===== src/rtl/register_entry_controller_pkg.sv =====
// Shared definitions for the front-panel register entry controller:
// FSM states, entry width limits and the idle level of the raw push buttons.
package register_entry_controller_pkg;

    typedef enum logic [1:0] {
        IDLE  = 2'd0,
        ENTRY = 2'd1,
        WRITE = 2'd2
    } entry_state_e;

    localparam int   MAX_DIGITS   = 4;
    localparam logic KEY_RELEASED = 1'b1;

    // Digit counter saturates once the entry holds MAX_DIGITS nibbles.
    function automatic logic [2:0] next_count(input logic [2:0] count);
        return (count >= 3'(MAX_DIGITS)) ? 3'(MAX_DIGITS) : count + 3'd1;
    endfunction

endpackage


===== src/rtl/register_entry_controller_key_debouncer.sv =====
// One push-button conditioner: 2-flop synchroniser, stable-level debounce counter,
// and a single-cycle pulse on each accepted press (release produces nothing).
module key_debouncer
    import register_entry_controller_pkg::*;
#(
    parameter int DEBOUNCE_CYCLES = 500000,
    parameter int CNT_W           = 19
) (
    input  logic clock,
    input  logic resetn,
    input  logic key_n,
    output logic press_pulse
);

    logic             sync1_q;
    logic             sync2_q;
    logic             level_q;
    logic             pulse_q;
    logic [CNT_W-1:0] cnt_q;

    always_ff @(posedge clock) begin
        if (!resetn) begin
            sync1_q <= KEY_RELEASED;
            sync2_q <= KEY_RELEASED;
            level_q <= KEY_RELEASED;
            cnt_q   <= '0;
            pulse_q <= 1'b0;
        end else begin
            sync1_q <= key_n;
            sync2_q <= sync1_q;
            pulse_q <= 1'b0;
            // Any sample agreeing with the accepted level restarts the stability window.
            if (sync2_q == level_q) begin
                cnt_q <= '0;
            end else if (cnt_q == CNT_W'(DEBOUNCE_CYCLES - 1)) begin
                level_q <= sync2_q;
                cnt_q   <= '0;
                pulse_q <= ~sync2_q;
            end else begin
                cnt_q <= cnt_q + 1'b1;
            end
        end
    end

    assign press_pulse = pulse_q;

endmodule


===== src/rtl/register_entry_controller.sv =====
// Front-panel hex entry: debounced DIGIT/COMMIT/CLEAR keys build a 16-bit word
// that is written to the selected CPU register over a req/ack handshake.
module register_entry_controller
    import register_entry_controller_pkg::*;
#(
    parameter int DEBOUNCE_CYCLES = 500000,
    parameter int CNT_W           = 19
) (
    input  logic        clock,
    input  logic        resetn,
    input  logic [3:0]  nibble_in,
    input  logic [2:0]  reg_sel,
    input  logic        key_digit_n,
    input  logic        key_commit_n,
    input  logic        key_clear_n,
    output logic        wr_req,
    input  logic        wr_ack,
    output logic [2:0]  wr_addr,
    output logic [15:0] wr_data,
    output logic [15:0] entry_val,
    output logic [2:0]  digit_count,
    output logic        busy
);

    logic [2:0] keys_n;
    logic [2:0] press;

    assign keys_n = {key_clear_n, key_commit_n, key_digit_n};

    for (genvar gi = 0; gi < 3; gi++) begin : g_key
        key_debouncer #(
            .DEBOUNCE_CYCLES(DEBOUNCE_CYCLES),
            .CNT_W          (CNT_W)
        ) u_key (
            .clock      (clock),
            .resetn     (resetn),
            .key_n      (keys_n[gi]),
            .press_pulse(press[gi])
        );
    end

    logic ev_digit;
    logic ev_commit;
    logic ev_clear;

    assign ev_digit  = press[0];
    assign ev_commit = press[1];
    assign ev_clear  = press[2];

    entry_state_e state_q, state_d;
    logic [15:0]  entry_q, entry_d;
    logic [2:0]   count_q, count_d;
    logic         req_q, req_d;
    logic [2:0]   addr_q, addr_d;
    logic [15:0]  data_q, data_d;
    logic         busy_q, busy_d;

    always_ff @(posedge clock) begin
        if (!resetn) begin
            state_q <= IDLE;
            entry_q <= '0;
            count_q <= '0;
            req_q   <= 1'b0;
            addr_q  <= '0;
            data_q  <= '0;
            busy_q  <= 1'b0;
        end else begin
            state_q <= state_d;
            entry_q <= entry_d;
            count_q <= count_d;
            req_q   <= req_d;
            addr_q  <= addr_d;
            data_q  <= data_d;
            busy_q  <= busy_d;
        end
    end

    always_comb begin
        state_d = state_q;
        entry_d = entry_q;
        count_d = count_q;
        req_d   = req_q;
        addr_d  = addr_q;
        data_d  = data_q;
        busy_d  = busy_q;
        case (state_q)
            IDLE: begin
                // An empty entry has nothing to commit, so COMMIT is simply dropped here.
                if (ev_clear) begin
                    entry_d = '0;
                    count_d = '0;
                end else if (!ev_commit && ev_digit) begin
                    entry_d = {12'h000, nibble_in};
                    count_d = 3'd1;
                    state_d = ENTRY;
                end
            end
            ENTRY: begin
                if (ev_clear) begin
                    entry_d = '0;
                    count_d = '0;
                    state_d = IDLE;
                end else if (ev_commit) begin
                    addr_d  = reg_sel;
                    data_d  = entry_q;
                    req_d   = 1'b1;
                    busy_d  = 1'b1;
                    state_d = WRITE;
                end else if (ev_digit) begin
                    entry_d = {entry_q[11:0], nibble_in};
                    count_d = next_count(count_q);
                end
            end
            WRITE: begin
                // req is held for the whole state, so ack alone completes the transfer.
                if (wr_ack) begin
                    req_d   = 1'b0;
                    busy_d  = 1'b0;
                    entry_d = '0;
                    count_d = '0;
                    state_d = IDLE;
                end
            end
            default: begin
                state_d = IDLE;
            end
        endcase
    end

    assign wr_req      = req_q;
    assign wr_addr     = addr_q;
    assign wr_data     = data_q;
    assign entry_val   = entry_q;
    assign digit_count = count_q;
    assign busy        = busy_q;

endmodule


===== config.mk =====
export PLATFORM = sky130hd
export DESIGN_NAME = register_entry_controller
export DESIGN_NICKNAME = d
export VERILOG_FILES = /design/src/rtl/register_entry_controller_pkg.sv /design/src/rtl/register_entry_controller_key_debouncer.sv /design/src/rtl/register_entry_controller.sv
export SDC_FILE = /design/constraint.sdc
export NUM_CORES = 1
export LEC_CHECK = 0
export ABC_AREA = 1
export CORE_MARGIN = 2
export CORE_UTILIZATION = 50
export DETAILED_ROUTE_END_ITERATION = 8
export PLACE_DENSITY_LB_ADDON = 0.1
export SLEW_MARGIN = 20
export SYNTH_ARGS = -nofsm -noshare
export SYNTH_HDL_FRONTEND = slang
export SYNTH_SLANG_ARGS = --single-unit

===== constraint.sdc =====
create_clock -name clock -period 2.1 [get_ports clock]
set_input_delay 0.21 -clock clock [delete_from_list [all_inputs] [get_ports clock]]
set_output_delay 0.21 -clock clock [all_outputs]
set_load 0.02 [all_outputs]

Yosys cells after proc, flatten, opt, wreduce, memory -nomap -nowiden --
Cells that the tools add are included.
Operators by class: add/subtract/negate cells 4, order comparisons 1, equality and inequality tests 17, multiplexer cells 25, bitwise logic cells 11, reduce and logical (&&, ||, !) cells 18
Operators by type and width (count):
- 2-to-1 mux 16 bit | 6
- adder 19 x 1 -> 19 bit (second input constant) | 3
- equality test 19 bit (second input constant) | 3
- one-hot mux 16 bit (3 select lines) | 1
- 2-to-1 mux 3 bit | 7
- OR reduction 3 bit | 6
- NOT 1 bit | 11
- 2-to-1 mux 2 bit | 5
- one-hot mux 3 bit (3 select lines) | 1
- inequality test 2 bit (second input constant) | 4
- AND reduction 4 bit | 2
- inequality test 3 x 1 -> 1 bit (second input constant) | 2
- inequality test 3 x 2 -> 1 bit (second input constant) | 2
- one-hot mux 2 bit (3 select lines) | 1
- AND reduction 2 bit | 3
- AND reduction 5 bit | 1
- adder 3 x 1 -> 3 bit (second input constant) | 1
- equality test 1 bit | 3
- >= comparator 3 bit (second input constant) | 1
- 2-to-1 mux 1 bit | 3
- AND reduction 3 bit | 1
- nonzero test 3 bit | 1
- equality test 2 x 1 -> 1 bit (second input constant) | 1
- equality test 2 bit (second input constant) | 1
- 6 further kinds | 6
Word-level totals: bits in registers 110, input port bits 13, output and inout port bits 40, word-level logic and storage cells 97

Logic depth before layout (Yosys ltp) --
Gate-level depths: netlist (run 1).
depth after elaboration 6, gate-level depth with buffers 10, mapped depth without buffers 9

By module --
From an unflattened synthesis (run 1), not the netlist that was laid out.
Unflattened totals: cell total of the unflattened synthesis 760, area, all modules 5331.4 µm²
By module, submodules not included:
- key_debouncer | instances 3, cells each 168, area each 1178.6 µm², sequential area each 460.4 µm²
- register_entry_controller | instances 1, cells each 256, area each 1795.5 µm², sequential area each 820.8 µm²

Worst setup path before layout (run 1) --
Ideal clock, no wire load.
kind register -> register, start point reg state_q[0], end point reg entry_q[10] (netlist: entry_val[10]), library setup time 0.112 ns, arrival 1.363 ns, required time 1.988 ns, slack 0.625 ns, stages on the path, launching flop included 11, buffers on the path 2, clock period less this slack 1.475 ns, cells stage by stage dfxtp_1 > inv_1 > ha_1 > nand2_1 > nand2_1 > a21oi_2 > buf_6 > buf_6 > nand3_1 > nand2_1 > nor2_1
On the way: word-level cells in the longest chain between the ends 3, elaborated cells between the ends (all ways) 10, those cells by class eq/ne (6); mux (1); reduce/logical (3)
RTL lines:
- start, declared | line register_entry_controller.sv:50 | entry_state_e state_q, state_d;
- start signal, assigned | line register_entry_controller.sv:68 | state_q <= state_d;
- equality test 2 x 1 -> 1 bit, or another cell as far along | line register_entry_controller.sv:86 | case (state_q)
- inequality test 3 x 2 -> 1 bit (no line), or another cell as far along
- AND reduction 5 bit (no line)
- end signal, assigned | line register_entry_controller.sv:69 | entry_q <= entry_d;
- end, declared | line register_entry_controller.sv:51 | logic [15:0] entry_q, entry_d;
Several ways; a longest one is shown, not always the timed one. A chain may end at the register's enable or synchronous reset.

Worst setup path after layout (run 1) --
start point reg state_q[1], end point reg entry_q[11] (netlist: entry_val[11])
The elaborated chain is that of the path after synthesis.

==> results of run 1 <==
[per-stage QoR]
stage / hold slack, ns / util / total power [mW]
final: 0.409 / 0.591 / 5.61
after global routing: 0.384 / 0.591 / 5.97
after CTS: 0.388 / 0.591 / 5.66
after detailed placement: 0.401 / 0.570 / 4.25
after global placement: 0.395 / 0.570 / 4.20
after floorplan: 0.317 / - / 3.77
[layer usage]
layer / global-route usage / part of all wire / vias to the layer above
met5: 0 / 0 / -
met4: 0.0649 / 0.011 / 0
met2: 0.338 / 0.46 / 84
met3: 0.0608 / 0.049 / 9
li1: - / - / 2459
met1: 0.261 / 0.48 / 2173
[placed cells by master, fill, tap and decap left out]
master / count
nand2_1: 197
nor2_1: 134
dfxtp_1: 110
nand3_1: 74
inv_1: 73
clkdlybuf4s50_1: 52
a21oi_1: 40
xor2_1: 17
nand4_1: 11
ha_1: 11
o21ai_0: 10
clkbuf_8: 10
nand2_2: 8
xnor2_1: 8
or2_2: 7
nor2_2: 6
buf_4: 6
nor2_4: 5
nand3_2: 5
inv_2: 4
nor3_1: 4
clkbuf_1: 3
o21ai_1: 2
or2_1: 2
bufinv_16: 2
a21oi_2: 1
and3_1: 1
inv_4: 1
and2_1: 1
o21bai_1: 1
o21a_1: 1
or2_0: 1
nor3_2: 1
nand3b_1: 1
clkinvlp_4: 1
[power groups by stage]
stage          sequential (mW)  combinational (mW)  clock, mW
3_3_place_gp              2.52                1.69          0
6_report                  2.47                1.73       1.40
3_5_place_dp              2.52                1.73          0
2_1_floorplan             2.66                1.11          0
4_1_cts                   2.47                1.74       1.44
5_1_grt                   2.50                1.93       1.53
[state kept, by name, indices dropped and copies added (netlist names)]
register / count
wr_data: 16
g_key.u_key.level_q: 3
g_key.u_key.sync2_q: 3
wr_addr: 3
g_key.u_key.cnt_q: 57
digit_count: 3
entry_val: 16
busy: 1
g_key.u_key.press_pulse: 3
g_key.u_key.sync1_q: 3
state_q: 2
[worst register-to-register path: stages, from the launching register on]
cell	delay (ns)
dfxtp_1	0.37
inv_1	0.11
ha_1	0.21
inv_1	0.11
nor2_4	0.08
a21oi_2	0.15
buf_4	0.23
nand2_2	0.12
inv_4	0.16
nor2_1	0.06
nor2_1	0.10
[area by class of cell]
cell class / count / area [µm²]
well taps: 136 / 170
flip-flops and latches: 110 / 2200
inverters: 78 / 295
fillers: 1011 / 4200
clock buffers: 13 / 149
multi-input cells: 549 / 2630
repair buffers: 58 / 566
clock inverters: 3 / 67.6
[cells by family after synthesis]
family / synth area share
adder cells (fa/ha/maj): 0.0261
AO/OA/AOI/OAI: 0.0538
AND/OR/NAND/NOR: 0.377
XOR/XNOR: 0.0415
buffers and inverters: 0.0849
flip-flops: 0.417
[final timing paths]
check                                     from                           endpoint  slack [ns]  depth (start not counted)
max                    state_q[1]$_SDFFE_PN0P_         entry_val[11]$_SDFFE_PN0P_        0.33                         10
min                                 reg_sel[1]            wr_addr[1]$_SDFFE_PN0P_        0.41                          3
max reg2reg            state_q[1]$_SDFFE_PN0P_         entry_val[11]$_SDFFE_PN0P_        0.33                         10
min reg2reg  g_key[1].u_key.sync1_q$_SDFF_PN1_  g_key[1].u_key.sync2_q$_SDFF_PN1_        0.41                          1
==> report_table.html, run 1 <==
<table>
<tr><th>Metric</th><th>Value</th></tr>
<tr><th colspan="2">Status</th></tr>
<tr><td>Result of the run</td><td>finished clean</td></tr>
<tr><th colspan="2">Timing</th></tr>
<tr><td>Clk_skew</td><td>0.0125 ns</td></tr>
<tr><td>Unrepaired setup endpoints after global routing</td><td>no</td></tr>
<tr><td>Fmax achieved</td><td>566 MHz</td></tr>
<tr><td>Final setup fails</td><td>0</td></tr>
<tr><td>Final number of hold-violating endpoints</td><td>0</td></tr>
<tr><td>Worst-case setup margin in the final layout</td><td>between 0.3 and 0.4 ns</td></tr>
<tr><td>Fin Setup TNS</td><td>0 ns</td></tr>
<tr><td>Final Max Slew Viols</td><td>0</td></tr>
<tr><td>Slew of the pin with the lowest slew margin</td><td>about 0.36 ns</td></tr>
<tr><td>Minimum period implied by the final worst setup slack</td><td>1.77 ns</td></tr>
<tr><td>Final worst-path cycle share</td><td>0.842</td></tr>
<tr><td>Worst-case headroom to the max-slew limit</td><td>0.756</td></tr>
<tr><th colspan="2">Critical path</th></tr>
<tr><td>Nature of the critical path endpoint</td><td>flop</td></tr>
<tr><td>Critical path buffers and inverters</td><td>4</td></tr>
<tr><td>Cell chain of the critical path</td><td>inv_1, ha_1, inv_1, nor2_4, a21oi_2, buf_4, nand2_2, inv_4, nor2_1, nor2_1</td></tr>
<tr><td>Critical-path top delay cell</td><td>dfxtp_1</td></tr>
<tr><td>Biggest fanout along the worst timing path</td><td>20</td></tr>
<tr><td>Path type of the worst setup path</td><td>flop to flop</td></tr>
<tr><td>Worst Path Arrival</td><td>2.09 ns</td></tr>
<tr><td>Kind of start point of the critical path</td><td>flop</td></tr>
<tr><td>Slowest Stage Delay on Critical Path</td><td>0.37 ns</td></tr>
<tr><td>Family with the most delay on the worst path</td><td>buffers and inverters</td></tr>
<tr><td>Data required, critical path</td><td>2.42 ns</td></tr>
<tr><th colspan="2">Floorplanning</th></tr>
<tr><td>Number of cell rows</td><td>37</td></tr>
<tr><td>Io pins</td><td>53</td></tr>
<tr><td>Standard cell core area</td><td>a little over 10000 µm²</td></tr>
<tr><td>Horiz. Die Dim</td><td>about 110 µm</td></tr>
<tr><td>Die outline height</td><td>107 µm</td></tr>
<tr><td>Initial Utilization</td><td>0.514</td></tr>
<tr><td>Die area</td><td>11400 µm²</td></tr>
<tr><th colspan="2">Clock network</th></tr>
<tr><td>Clk Tree Root Cell</td><td>clkbuf_8</td></tr>
<tr><td>Maximum buffer depth of the clock tree</td><td>2</td></tr>
<tr><td>Number of sinks handled by clock tree synthesis</td><td>between 100 and 150</td></tr>
<tr><td>Number of buffers inserted by post-CTS setup repair</td><td>0</td></tr>
<tr><td>Num CTS Buffers</td><td>9</td></tr>
<tr><td>Clock latency on the worst-skew pair</td><td>0.39 ns</td></tr>
<tr><td>Number of gates resized after CTS</td><td>0</td></tr>
<tr><td>Clock Pin Slew Worst Setup and Hold Paths</td><td>roughly 0.10 ns</td></tr>
<tr><td>Deepest level of the CTS H-tree</td><td>3</td></tr>
<tr><td>Hold buffers post-CTS</td><td>0</td></tr>
<tr><td>CTS tree</td><td>yes</td></tr>
<tr><th colspan="2">Place</th></tr>
<tr><td>Detailed Place HPWL</td><td>8.00 mm</td></tr>
<tr><td>Inst Count DP</td><td>931</td></tr>
<tr><td>Minimum setup slack after placement</td><td>0.348 ns</td></tr>
<tr><td>Final weighted congestion of routability-driven global placement</td><td>roughly 0.84</td></tr>
<tr><td>Count of buffers inserted at the top-level ports</td><td>52</td></tr>
<tr><td>Area after detailed placement</td><td>roughly 6000 µm²</td></tr>
<tr><th colspan="2">Yosys</th></tr>
<tr><td>Unique cell type count in the Yosys netlist</td><td>34</td></tr>
<tr><td>Syn Nets</td><td>782</td></tr>
<tr><td>Netlist area before placement</td><td>roughly 5300 µm²</td></tr>
<tr><td>Library cell occupying the most area in the post-synthesis netlist</td><td>dfxtp_1</td></tr>
<tr><td>Number of enable flip-flop cells after synthesis</td><td>0</td></tr>
<tr><td>Cell count after synthesis</td><td>758</td></tr>
<tr><td>Largest cells by area after synthesis</td><td>dfxtp_1 42%, nand2_1 14%, nor2_1 9.5%, nand3_1 7.0%, inv_1 5.2%</td></tr>
<tr><td>Most frequent cells after synthesis</td><td>197 x nand2_1, 134 x nor2_1, 110 x dfxtp_1, 74 x nand3_1, 73 x inv_1</td></tr>
<tr><td>Register area share after synthesis</td><td>0.417</td></tr>
<tr><td>FF+latch count, synth</td><td>110</td></tr>
<tr><td>Avg Synthesized Cell Area</td><td>roughly 7 µm²</td></tr>
<tr><td>Cell with the most instances after synthesis</td><td>nand2_1</td></tr>
<tr><td>Proportion of netlist area held by the largest area contributor</td><td>0.417</td></tr>
<tr><td>Warning count from the yosys run</td><td>0</td></tr>
<tr><td>Post-synth ARST share</td><td>0</td></tr>
<tr><td>Ys flop type</td><td>dfxtp_1</td></tr>
<tr><th colspan="2">Power and ir drop</th></tr>
<tr><td>Sw Ratio</td><td>0.348</td></tr>
<tr><td>Sw Pwr</td><td>1.95 mW</td></tr>
<tr><td>Peak VDD IR</td><td>0.666 mV</td></tr>
<tr><td>Leakage power total</td><td>2.21 nW</td></tr>
<tr><td>Clock power share</td><td>0.250</td></tr>
<tr><td>Sequential Power Share</td><td>0.441</td></tr>
<tr><td>Power per cell area</td><td>922 nW/µm²</td></tr>
<tr><td>Combinational Power Share</td><td>0.309</td></tr>
<tr><td>Int Power</td><td>3.66 mW</td></tr>
<tr><th colspan="2">Global route</th></tr>
<tr><td>Remaining global-route overflow</td><td>0</td></tr>
<tr><td>Largest net degree at the start of global routing</td><td>26</td></tr>
<tr><td>Number of global-route vias before repair</td><td>4267</td></tr>
<tr><td>Global-route wire length before repair</td><td>19.0 mm</td></tr>
<tr><td>Initial antenna violation count</td><td>0</td></tr>
<tr><td>Global-route total usage across every layer</td><td>0.206</td></tr>
<tr><th colspan="2">Detailed routing</th></tr>
<tr><td>Detail Route Antenna Nets</td><td>0</td></tr>
<tr><td>Total via count in the routed design</td><td>4725</td></tr>
<tr><td>Wirelength per Cell</td><td>between 10 and 15 µm</td></tr>
<tr><td>First-pass DRT Iterations</td><td>7</td></tr>
<tr><td>DRC violations left</td><td>0</td></tr>
<tr><td>Count of routing violations after the opening detailed-route iteration</td><td>approximately 170</td></tr>
<tr><td>Post-Route WL</td><td>11.0 mm</td></tr>
<tr><td>Number of vias per cell after detailed routing</td><td>4.99</td></tr>
<tr><th colspan="2">Finish</th></tr>
<tr><td>Diode insertion count for antenna repair</td><td>0</td></tr>
<tr><td>Proportion of layout cells with a drive suffix above 1</td><td>0.0703</td></tr>
<tr><td>Cell Count, Final, Fillers Out</td><td>947</td></tr>
<tr><td>Area growth from synthesis to layout</td><td>15.1%</td></tr>
<tr><td>Final nets</td><td>830</td></tr>
<tr><td>Non-Filler Cell Area, Final</td><td>approximately 6100 µm²</td></tr>
<tr><th colspan="2">Worst hold path</th></tr>
<tr><td>Class of the tightest hold or removal check</td><td>input pin to flop</td></tr>
<tr><th colspan="2">Run</th></tr>
<tr><td>Max_cap viols</td><td>0</td></tr>
</table>
(Power assumes the default switching activity.)
==> run 2, diff against run 1 <==
- clock period: 2.1 -> 1.5 ns (I/O delays scaled with it)
==> run 2 against run 1 <==
Final area grew 9.4%. Combinational power increased by 100%. Sequential power rose by 41%. Critical path type unchanged. Largest power group unchanged.
==> report_table.html, run 2 (same netlist as run 1, synthesis figures left out) <==
<table>
<tr><th>Metric</th><th>Value</th></tr>
<tr><th colspan="2">Floorplanning</th></tr>
<tr><td>Die area</td><td>roughly 11000 µm²</td></tr>
<tr><td>Die outline height</td><td>107 µm</td></tr>
<tr><td>Number of cell rows</td><td>37</td></tr>
<tr><td>Initial Utilization</td><td>0.514</td></tr>
<tr><td>Standard cell core area</td><td>approximately 10000 µm²</td></tr>
<tr><td>Horiz. Die Dim</td><td>107 µm</td></tr>
<tr><td>Io pins</td><td>between 50 and 60</td></tr>
<tr><th colspan="2">Finish</th></tr>
<tr><td>Final nets</td><td>873</td></tr>
<tr><td>Commonest non-fill, non-tap cell in the layout</td><td>nand2_1</td></tr>
<tr><td>Final core area utilization</td><td>0.647</td></tr>
<tr><td>Commonest non-fill, non-tap cells in the layout</td><td>193 x nand2_1, 130 x nor2_1, 106 x dfxtp_1</td></tr>
<tr><td>Reg with most FFs</td><td>g_key.u_key.cnt_q</td></tr>
<tr><td>Area growth from synthesis to layout</td><td>26.0%</td></tr>
<tr><td>Proportion of layout cells with a drive suffix above 1</td><td>0.159</td></tr>
<tr><td>Flip-flop count of the largest register after layout</td><td>57</td></tr>
<tr><td>Diode insertion count for antenna repair</td><td>0</td></tr>
<tr><th colspan="2">Detailed routing</th></tr>
<tr><td>Post-Route WL</td><td>12.0 mm</td></tr>
<tr><td>Wirelength per Cell</td><td>12.2 µm</td></tr>
<tr><td>Detail Route Antenna Nets</td><td>0</td></tr>
<tr><td>Number of vias per cell after detailed routing</td><td>5.05</td></tr>
<tr><td>Wire length on met1</td><td>5.47 mm</td></tr>
<tr><td>Detailed route wirelength on metal2</td><td>5.56 mm</td></tr>
<tr><td>DRC violations left</td><td>0</td></tr>
<tr><td>Met3 layer wire length in the routed design</td><td>856 µm</td></tr>
<tr><td>Total via count in the routed design</td><td>4996</td></tr>
<tr><td>First-pass DRT Iterations</td><td>6</td></tr>
<tr><td>Uppermost routed layer</td><td>met4</td></tr>
<tr><td>Count of routing violations after the opening detailed-route iteration</td><td>207</td></tr>
<tr><th colspan="2">Critical path</th></tr>
<tr><td>Slowest Stage Delay on Critical Path</td><td>0.35 ns</td></tr>
<tr><td>Worst reg2reg setup slack</td><td>0.02 ns</td></tr>
<tr><td>Critical-path top delay cell</td><td>dfxtp_2</td></tr>
<tr><td>Biggest fanout along the worst timing path</td><td>7</td></tr>
<tr><td>Kind of start point of the critical path</td><td>flop</td></tr>
<tr><td>Launch instance of the worst register-to-register path</td><td>state_q[1]$_SDFFE_PN0P_</td></tr>
<tr><td>Critical Path Stages</td><td>11</td></tr>
<tr><td>Cell type with the highest occurrence count on the critical path</td><td>nand2_1</td></tr>
<tr><td>Worst Path Arrival</td><td>approximately 1.8 ns</td></tr>
<tr><td>Path type of the worst setup path</td><td>flop to flop</td></tr>
<tr><td>Family with the most delay on the worst path</td><td>buffers and inverters</td></tr>
<tr><td>Cell chain of the critical path</td><td>buf_4, ha_4, nand2_2, nand2_1, a21oi_2, buf_6, buf_8, nand3_2, nand2_1, inv_1, nor2_1</td></tr>
<tr><td>Critical path buffers and inverters</td><td>4</td></tr>
<tr><td>Crit. Startpoint</td><td>state_q[1]$_SDFFE_PN0P_</td></tr>
<tr><td>Data required, critical path</td><td>1.84 ns</td></tr>
<tr><td>Logic depth of the worst register-to-register path</td><td>11</td></tr>
<tr><td>Critical path destination</td><td>digit_count[2]$_SDFFE_PN0P_</td></tr>
<tr><td>Capturing point of the worst reg2reg path</td><td>digit_count[2]$_SDFFE_PN0P_</td></tr>
<tr><td>Nature of the critical path endpoint</td><td>flop</td></tr>
<tr><th colspan="2">Clock network</th></tr>
<tr><td>Clock Pin Slew Worst Setup and Hold Paths</td><td>0.11 ns</td></tr>
<tr><td>Clk Tree Root Cell</td><td>clkbuf_8</td></tr>
<tr><td>Number of sinks handled by clock tree synthesis</td><td>110</td></tr>
<tr><td>Hold buffers post-CTS</td><td>0</td></tr>
<tr><td>Clock latency on the worst-skew pair</td><td>0.39 ns</td></tr>
<tr><td>Num CTS Buffers</td><td>9</td></tr>
<tr><td>Maximum buffer depth of the clock tree</td><td>2</td></tr>
<tr><td>Deepest level of the CTS H-tree</td><td>3</td></tr>
<tr><td>CTS tree</td><td>yes</td></tr>
<tr><th colspan="2">Place</th></tr>
<tr><td>Detailed Place HPWL</td><td>8.44 mm</td></tr>
<tr><td>Count of buffers inserted at the top-level ports</td><td>52</td></tr>
<tr><td>Minimum setup slack after placement</td><td>-0.125 ns</td></tr>
<tr><td>Final weighted congestion of routability-driven global placement</td><td>0.899</td></tr>
<tr><th colspan="2">Timing</th></tr>
<tr><td>Final Max Slew Viols</td><td>0</td></tr>
<tr><td>Fin Setup TNS</td><td>0 ns</td></tr>
<tr><td>Final worst-path cycle share</td><td>0.987</td></tr>
<tr><td>Slew of the pin with the lowest slew margin</td><td>0.283 ns</td></tr>
<tr><td>Clk_skew</td><td>0.00711 ns</td></tr>
<tr><td>Final setup fails</td><td>0</td></tr>
<tr><td>Worst-case headroom to the max-slew limit</td><td>0.810</td></tr>
<tr><td>Worst-case setup margin in the final layout</td><td>roughly 0.020 ns</td></tr>
<tr><td>Final number of hold-violating endpoints</td><td>0</td></tr>
<tr><td>Unrepaired setup endpoints after global routing</td><td>yes</td></tr>
<tr><td>Fmax achieved</td><td>a little under 700 MHz</td></tr>
<tr><td>Minimum period implied by the final worst setup slack</td><td>around 1.5 ns</td></tr>
<tr><th colspan="2">Global route</th></tr>
<tr><td>Global-route total usage across every layer</td><td>0.215</td></tr>
<tr><td>Remaining global-route overflow</td><td>0</td></tr>
<tr><td>Initial antenna violation count</td><td>0</td></tr>
<tr><td>Global-route wire length before repair</td><td>20.0 mm</td></tr>
<tr><td>Largest net degree at the start of global routing</td><td>26</td></tr>
<tr><td>Number of global-route vias before repair</td><td>between 4000 and 5000</td></tr>
<tr><th colspan="2">Power and ir drop</th></tr>
<tr><td>Total power</td><td>about 9 mW</td></tr>
<tr><td>Sw Ratio</td><td>0.369</td></tr>
<tr><td>Peak VDD IR</td><td>0.803 mV</td></tr>
<tr><td>Combinational Power Share</td><td>0.387</td></tr>
<tr><td>Leakage power total</td><td>~2.8 nW</td></tr>
<tr><td>Int Power</td><td>5.64 mW</td></tr>
<tr><td>Sequential Power Share</td><td>0.389</td></tr>
<tr><td>Sw Pwr</td><td>3.30 mW</td></tr>
<tr><td>Clock power share</td><td>0.223</td></tr>
<tr><td>Power per cell area</td><td>1340 nW/µm²</td></tr>
<tr><th colspan="2">Run</th></tr>
<tr><td>Max_cap viols</td><td>0</td></tr>
<tr><th colspan="2">Status</th></tr>
<tr><td>Result of the run</td><td>finished clean</td></tr>
<tr><th colspan="2">Worst hold path</th></tr>
<tr><td>Class of the tightest hold or removal check</td><td>input pin to flop</td></tr>
</table>
run 2: cell count changes in the layout (fill, tap and decap cells not counted), sizes merged:
cell	delta
clkdlybuf4s50	-40
buf	+39
dlygate4sd2	+28
dlymetal6s2s	+12
clkbuf	-3
inv	+3
clkinv	+2
and3	+1
clkinvlp	+1
run 2: worst min-delay path by stage:
| stage | depth (start not counted) | from | end |
|---|---|---|---|
| after floorplan | 1 | key_digit_n | g_key[0].u_key.sync1_q$_SDFF_PN1_ |
| after global placement | 1 | g_key[0].u_key.sync1_q$_SDFF_PN1_ | g_key[0].u_key.sync2_q$_SDFF_PN1_ |
| final | 2 | key_digit_n | g_key[0].u_key.sync1_q$_SDFF_PN1_ |
| after CTS | 2 | key_digit_n | g_key[0].u_key.sync1_q$_SDFF_PN1_ |
| after global routing | 2 | key_digit_n | g_key[0].u_key.sync1_q$_SDFF_PN1_ |
| after detailed placement | 1 | g_key[1].u_key.sync1_q$_SDFF_PN1_ | g_key[1].u_key.sync2_q$_SDFF_PN1_ |
run 2: what timing repair did:
item	4_1_cts	5_1_grt
pin swaps	1	20
buffers inserted	5	3
gates cloned	2	2
hold endpoints to repair	0	0
gates resized for setup	42	55
setup endpoints to repair	67	91
run 2: power groups by stage:
stage	clock network, mW	registers, mW	logic, mW
global route	2.16	3.51	3.77
floorplan	0	3.72	1.55
finish	2.00	3.48	3.46
detailed placement	0	3.53	2.80
global placement	0	3.52	2.74
CTS	2.05	3.45	2.86
run 2: area by class of cell:
class	count	area, µm²
Inverter	78	305
Tap cell	136	170
Clock buffer	9	124
Clock inverter	7	97.6
Timing Repair inverter	2	15.0
Timing Repair Buffer	98	946
Fill cell	925	3630
Sequential cell	110	2210
Multi-Input combinational cell	550	2780
run 2: metal layers:
metal	global-route usage	vias up
met2	0.355	140
met3	0.0578	15
met1	0.276	2288
li1	-	2553
met4	0.0631	0
met5	0	-
run 2: worst register-to-register path, cell delays in order (launching register included):
cell and delay, ns:
dfxtp_2 0.35, buf_4 0.15, ha_4 0.15, nand2_2 0.06, nand2_1 0.06, a21oi_2 0.11
buf_6 0.17, buf_8 0.14, nand3_2 0.06, nand2_1 0.06, inv_1 0.03, nor2_1 0.09
run 2: metrics by stage:
step | area (µm²) | hold slack (ns) | instances
2_1_floorplan | 5280 | 0.257 | 758
3_3_place_gp | 6130 | 0.395 | 962
3_5_place_dp | 6130 | 0.399 | 962
4_1_cts | 6400 | 0.304 | 985
5_1_grt | 6650 | 0.324 | 990
6_report | 6650 | 0.322 | 990
==> run 3, diff against run 2 <==
- clock period: 1.5 -> 1.8 ns (I/O delays scaled with it)
==> run 3 against run 2 <==
First-iteration DRC count fell by 5.3%. Routed wire length fell by 8.7%. Die area stayed put. Global-route usage down 1.4 points. Power decreased by 28%. Worst hold slack gained 0.025 ns. Clock skew is essentially flat. Via count decreased by 6.0%. Largest power group unchanged.
==> report_table.html, run 3 (same netlist as run 1, synthesis figures left out) <==
<table>
<tr><th>Metric</th><th>Value</th></tr>
<tr><th colspan="2">Timing</th></tr>
<tr><td>Minimum period implied by the final worst setup slack</td><td>1.67 ns</td></tr>
<tr><td>Slew of the pin with the lowest slew margin</td><td>0.364 ns</td></tr>
<tr><td>Fin Setup TNS</td><td>0 ns</td></tr>
<tr><td>Final Max Slew Viols</td><td>0</td></tr>
<tr><td>Final setup fails</td><td>0</td></tr>
<tr><td>Worst-case headroom to the max-slew limit</td><td>0.757</td></tr>
<tr><td>Worst-case setup margin in the final layout</td><td>0.128 ns</td></tr>
<tr><td>Fmax achieved</td><td>598 MHz</td></tr>
<tr><td>Final worst-path cycle share</td><td>0.929</td></tr>
<tr><td>Clk_skew</td><td>between 0.007 and 0.008 ns</td></tr>
<tr><td>Unrepaired setup endpoints after global routing</td><td>no</td></tr>
<tr><td>Final number of hold-violating endpoints</td><td>0</td></tr>
<tr><th colspan="2">Power and ir drop</th></tr>
<tr><td>Total power</td><td>6.44 mW</td></tr>
<tr><td>Sequential Power Share</td><td>0.448</td></tr>
<tr><td>Sw Ratio</td><td>0.355</td></tr>
<tr><td>Leakage power total</td><td>2.23 nW</td></tr>
<tr><td>Clock power share</td><td>0.229</td></tr>
<tr><td>Sw Pwr</td><td>2.29 mW</td></tr>
<tr><td>Power per cell area</td><td>between 1000 and 1500 nW/µm²</td></tr>
<tr><td>Combinational Power Share</td><td>0.323</td></tr>
<tr><td>Peak VDD IR</td><td>about 0.48 mV</td></tr>
<tr><td>Int Power</td><td>around 4.1 mW</td></tr>
<tr><th colspan="2">Finish</th></tr>
<tr><td>Storage element area</td><td>2200 µm²</td></tr>
<tr><td>Flip-flop count of the largest register after layout</td><td>57</td></tr>
<tr><td>Area growth from synthesis to layout</td><td>15.2%</td></tr>
<tr><td>Area of the multi-input gates</td><td>2640 µm²</td></tr>
<tr><td>Final nets</td><td>833</td></tr>
<tr><td>Proportion of layout cells with a drive suffix above 1</td><td>0.0775</td></tr>
<tr><td>Diode insertion count for antenna repair</td><td>0</td></tr>
<tr><td>Reg with most FFs</td><td>g_key.u_key.cnt_q</td></tr>
<tr><td>Cell Count, Final, Fillers Out</td><td>949</td></tr>
<tr><td>Commonest non-fill, non-tap cell in the layout</td><td>nand2_1</td></tr>
<tr><td>Filler instances</td><td>just under 1000</td></tr>
<tr><td>Commonest non-fill, non-tap cells in the layout</td><td>197 x nand2_1, 134 x nor2_1, 110 x dfxtp_1</td></tr>
<tr><td>Non-Filler Cell Area, Final</td><td>6080 µm²</td></tr>
<tr><th colspan="2">Detailed routing</th></tr>
<tr><td>Count of routing violations after the opening detailed-route iteration</td><td>around 200</td></tr>
<tr><td>Wirelength per Cell</td><td>11.6 µm</td></tr>
<tr><td>Number of vias per cell after detailed routing</td><td>4.95</td></tr>
<tr><td>Detail Route Antenna Nets</td><td>0</td></tr>
<tr><td>Post-Route WL</td><td>around 11 mm</td></tr>
<tr><td>DRC violations left</td><td>0</td></tr>
<tr><td>First-pass DRT Iterations</td><td>5</td></tr>
<tr><td>Total via count in the routed design</td><td>around 4700</td></tr>
<tr><th colspan="2">Global route</th></tr>
<tr><td>Remaining global-route overflow</td><td>0</td></tr>
<tr><td>Global-route total usage across every layer</td><td>0.201</td></tr>
<tr><td>Met3 Use GR</td><td>0.0322</td></tr>
<tr><td>Initial antenna violation count</td><td>0</td></tr>
<tr><td>Most Crowded Layer GR</td><td>met2</td></tr>
<tr><td>Number of global-route vias before repair</td><td>4298</td></tr>
<tr><td>Global-route track usage on met1</td><td>0.260</td></tr>
<tr><td>GR Layer Usage met2</td><td>0.336</td></tr>
<tr><td>Largest net degree at the start of global routing</td><td>25</td></tr>
<tr><td>Global-route wire length before repair</td><td>approximately 19 mm</td></tr>
<tr><th colspan="2">Place</th></tr>
<tr><td>Area after detailed placement</td><td>about 6000 µm²</td></tr>
<tr><td>Count of buffers inserted at the top-level ports</td><td>52</td></tr>
<tr><td>Minimum setup slack after placement</td><td>about 0.13 ns</td></tr>
<tr><td>Final weighted congestion of routability-driven global placement</td><td>0.868</td></tr>
<tr><td>Detailed Place HPWL</td><td>8.05 mm</td></tr>
<tr><td>Inst Count DP</td><td>934</td></tr>
<tr><th colspan="2">Floorplanning</th></tr>
<tr><td>Standard cell core area</td><td>10300 µm²</td></tr>
<tr><td>Die area</td><td>11400 µm²</td></tr>
<tr><td>Die outline height</td><td>107 µm</td></tr>
<tr><td>Initial Utilization</td><td>0.514</td></tr>
<tr><td>Number of cell rows</td><td>37</td></tr>
<tr><td>Horiz. Die Dim</td><td>107 µm</td></tr>
<tr><td>Io pins</td><td>53</td></tr>
<tr><th colspan="2">Worst hold path</th></tr>
<tr><td>Hold Crit Depth</td><td>2</td></tr>
<tr><td>Class of the tightest hold or removal check</td><td>input pin to flop</td></tr>
<tr><th colspan="2">Critical path</th></tr>
<tr><td>Nature of the critical path endpoint</td><td>flop</td></tr>
<tr><td>Logic depth of the worst register-to-register path</td><td>8</td></tr>
<tr><td>Kind of start point of the critical path</td><td>flop</td></tr>
<tr><td>Worst Path Arrival</td><td>1.99 ns</td></tr>
<tr><td>Biggest fanout along the worst timing path</td><td>19</td></tr>
<tr><td>Data required, critical path</td><td>around 2.1 ns</td></tr>
<tr><td>Path type of the worst setup path</td><td>flop to flop</td></tr>
<tr><th colspan="2">Clock network</th></tr>
<tr><td>Number of sinks handled by clock tree synthesis</td><td>110</td></tr>
<tr><td>Hold buffers post-CTS</td><td>0</td></tr>
<tr><td>Clock Pin Slew Worst Setup and Hold Paths</td><td>0.10 ns</td></tr>
<tr><td>CTS tree</td><td>yes</td></tr>
<tr><td>Clock latency on the worst-skew pair</td><td>0.39 ns</td></tr>
<tr><td>Num CTS Buffers</td><td>9</td></tr>
<tr><td>Clk Tree Root Cell</td><td>clkbuf_8</td></tr>
<tr><td>Number of gates resized after CTS</td><td>0</td></tr>
<tr><td>Number of buffers inserted by post-CTS setup repair</td><td>0</td></tr>
<tr><td>Maximum buffer depth of the clock tree</td><td>2</td></tr>
<tr><td>Deepest level of the CTS H-tree</td><td>3</td></tr>
<tr><th colspan="2">Status</th></tr>
<tr><td>Result of the run</td><td>finished clean</td></tr>
<tr><th colspan="2">Run</th></tr>
<tr><td>Max_cap viols</td><td>0</td></tr>
</table>
-- run 3: layout make-up --
class,instances,share of cell area
multi-input combinational,549,0.433
sequential,110,0.362
timing repair buffer,61,0.0973
inverter,78,0.0485
tap,136,0.0280
clock buffer,10,0.0226
clock inverter,5,0.00823
-- run 3: stage by stage --
stage,util,hold slack (ns)
3_3_place_gp,0.573,0.400
5_1_grt,0.592,0.367
4_1_cts,0.591,0.335
2_1_floorplan,-,0.287
3_5_place_dp,0.573,0.404
6_report,0.592,0.347
-- run 3: final timing paths --
| check | startpoint | endpoint | slack [ns] |
|---|---|---|---|
| setup / recovery | state_q[1]$_SDFFE_PN0P_ | wr_data[7]$_SDFFE_PN0P_ | 0.13 |
| setup reg to reg | state_q[1]$_SDFFE_PN0P_ | wr_data[7]$_SDFFE_PN0P_ | 0.13 |
| hold reg to reg | g_key[2].u_key.sync1_q$_SDFF_PN1_ | g_key[2].u_key.sync2_q$_SDFF_PN1_ | 0.42 |
| hold / removal | key_digit_n | g_key[0].u_key.sync1_q$_SDFF_PN1_ | 0.35 |
-- run 3: power by group through the flow --
stage | clock network [mW] | logic, mW | registers (mW)
CTS | 1.52 | 2.08 | 2.88
floorplan | 0 | 1.29 | 3.10
global placement | 0 | 2.02 | 2.93
finish | 1.47 | 2.08 | 2.88
global route | 1.59 | 2.33 | 2.92
detailed placement | 0 | 2.06 | 2.94
-- run 3: critical path, stage by stage, from the launching register on --
cell     delay [ns]
dfxtp_1        0.37
inv_1          0.11
ha_1           0.21
inv_1          0.12
nor2_4         0.04
buf_4          0.19
nand2_2        0.29
nand2_1        0.11
a21oi_1        0.16
-- run 3: per-layer routing --
metal | vias up | part of all wire | wire length, µm
li1 | 2472 | - | -
met1 | 2107 | 0.47 | 5190
met2 | 105 | 0.46 | 5060
met3 | 13 | 0.052 | 567
met4 | 0 | 0.016 | 179
met5 | - | 0 | 0
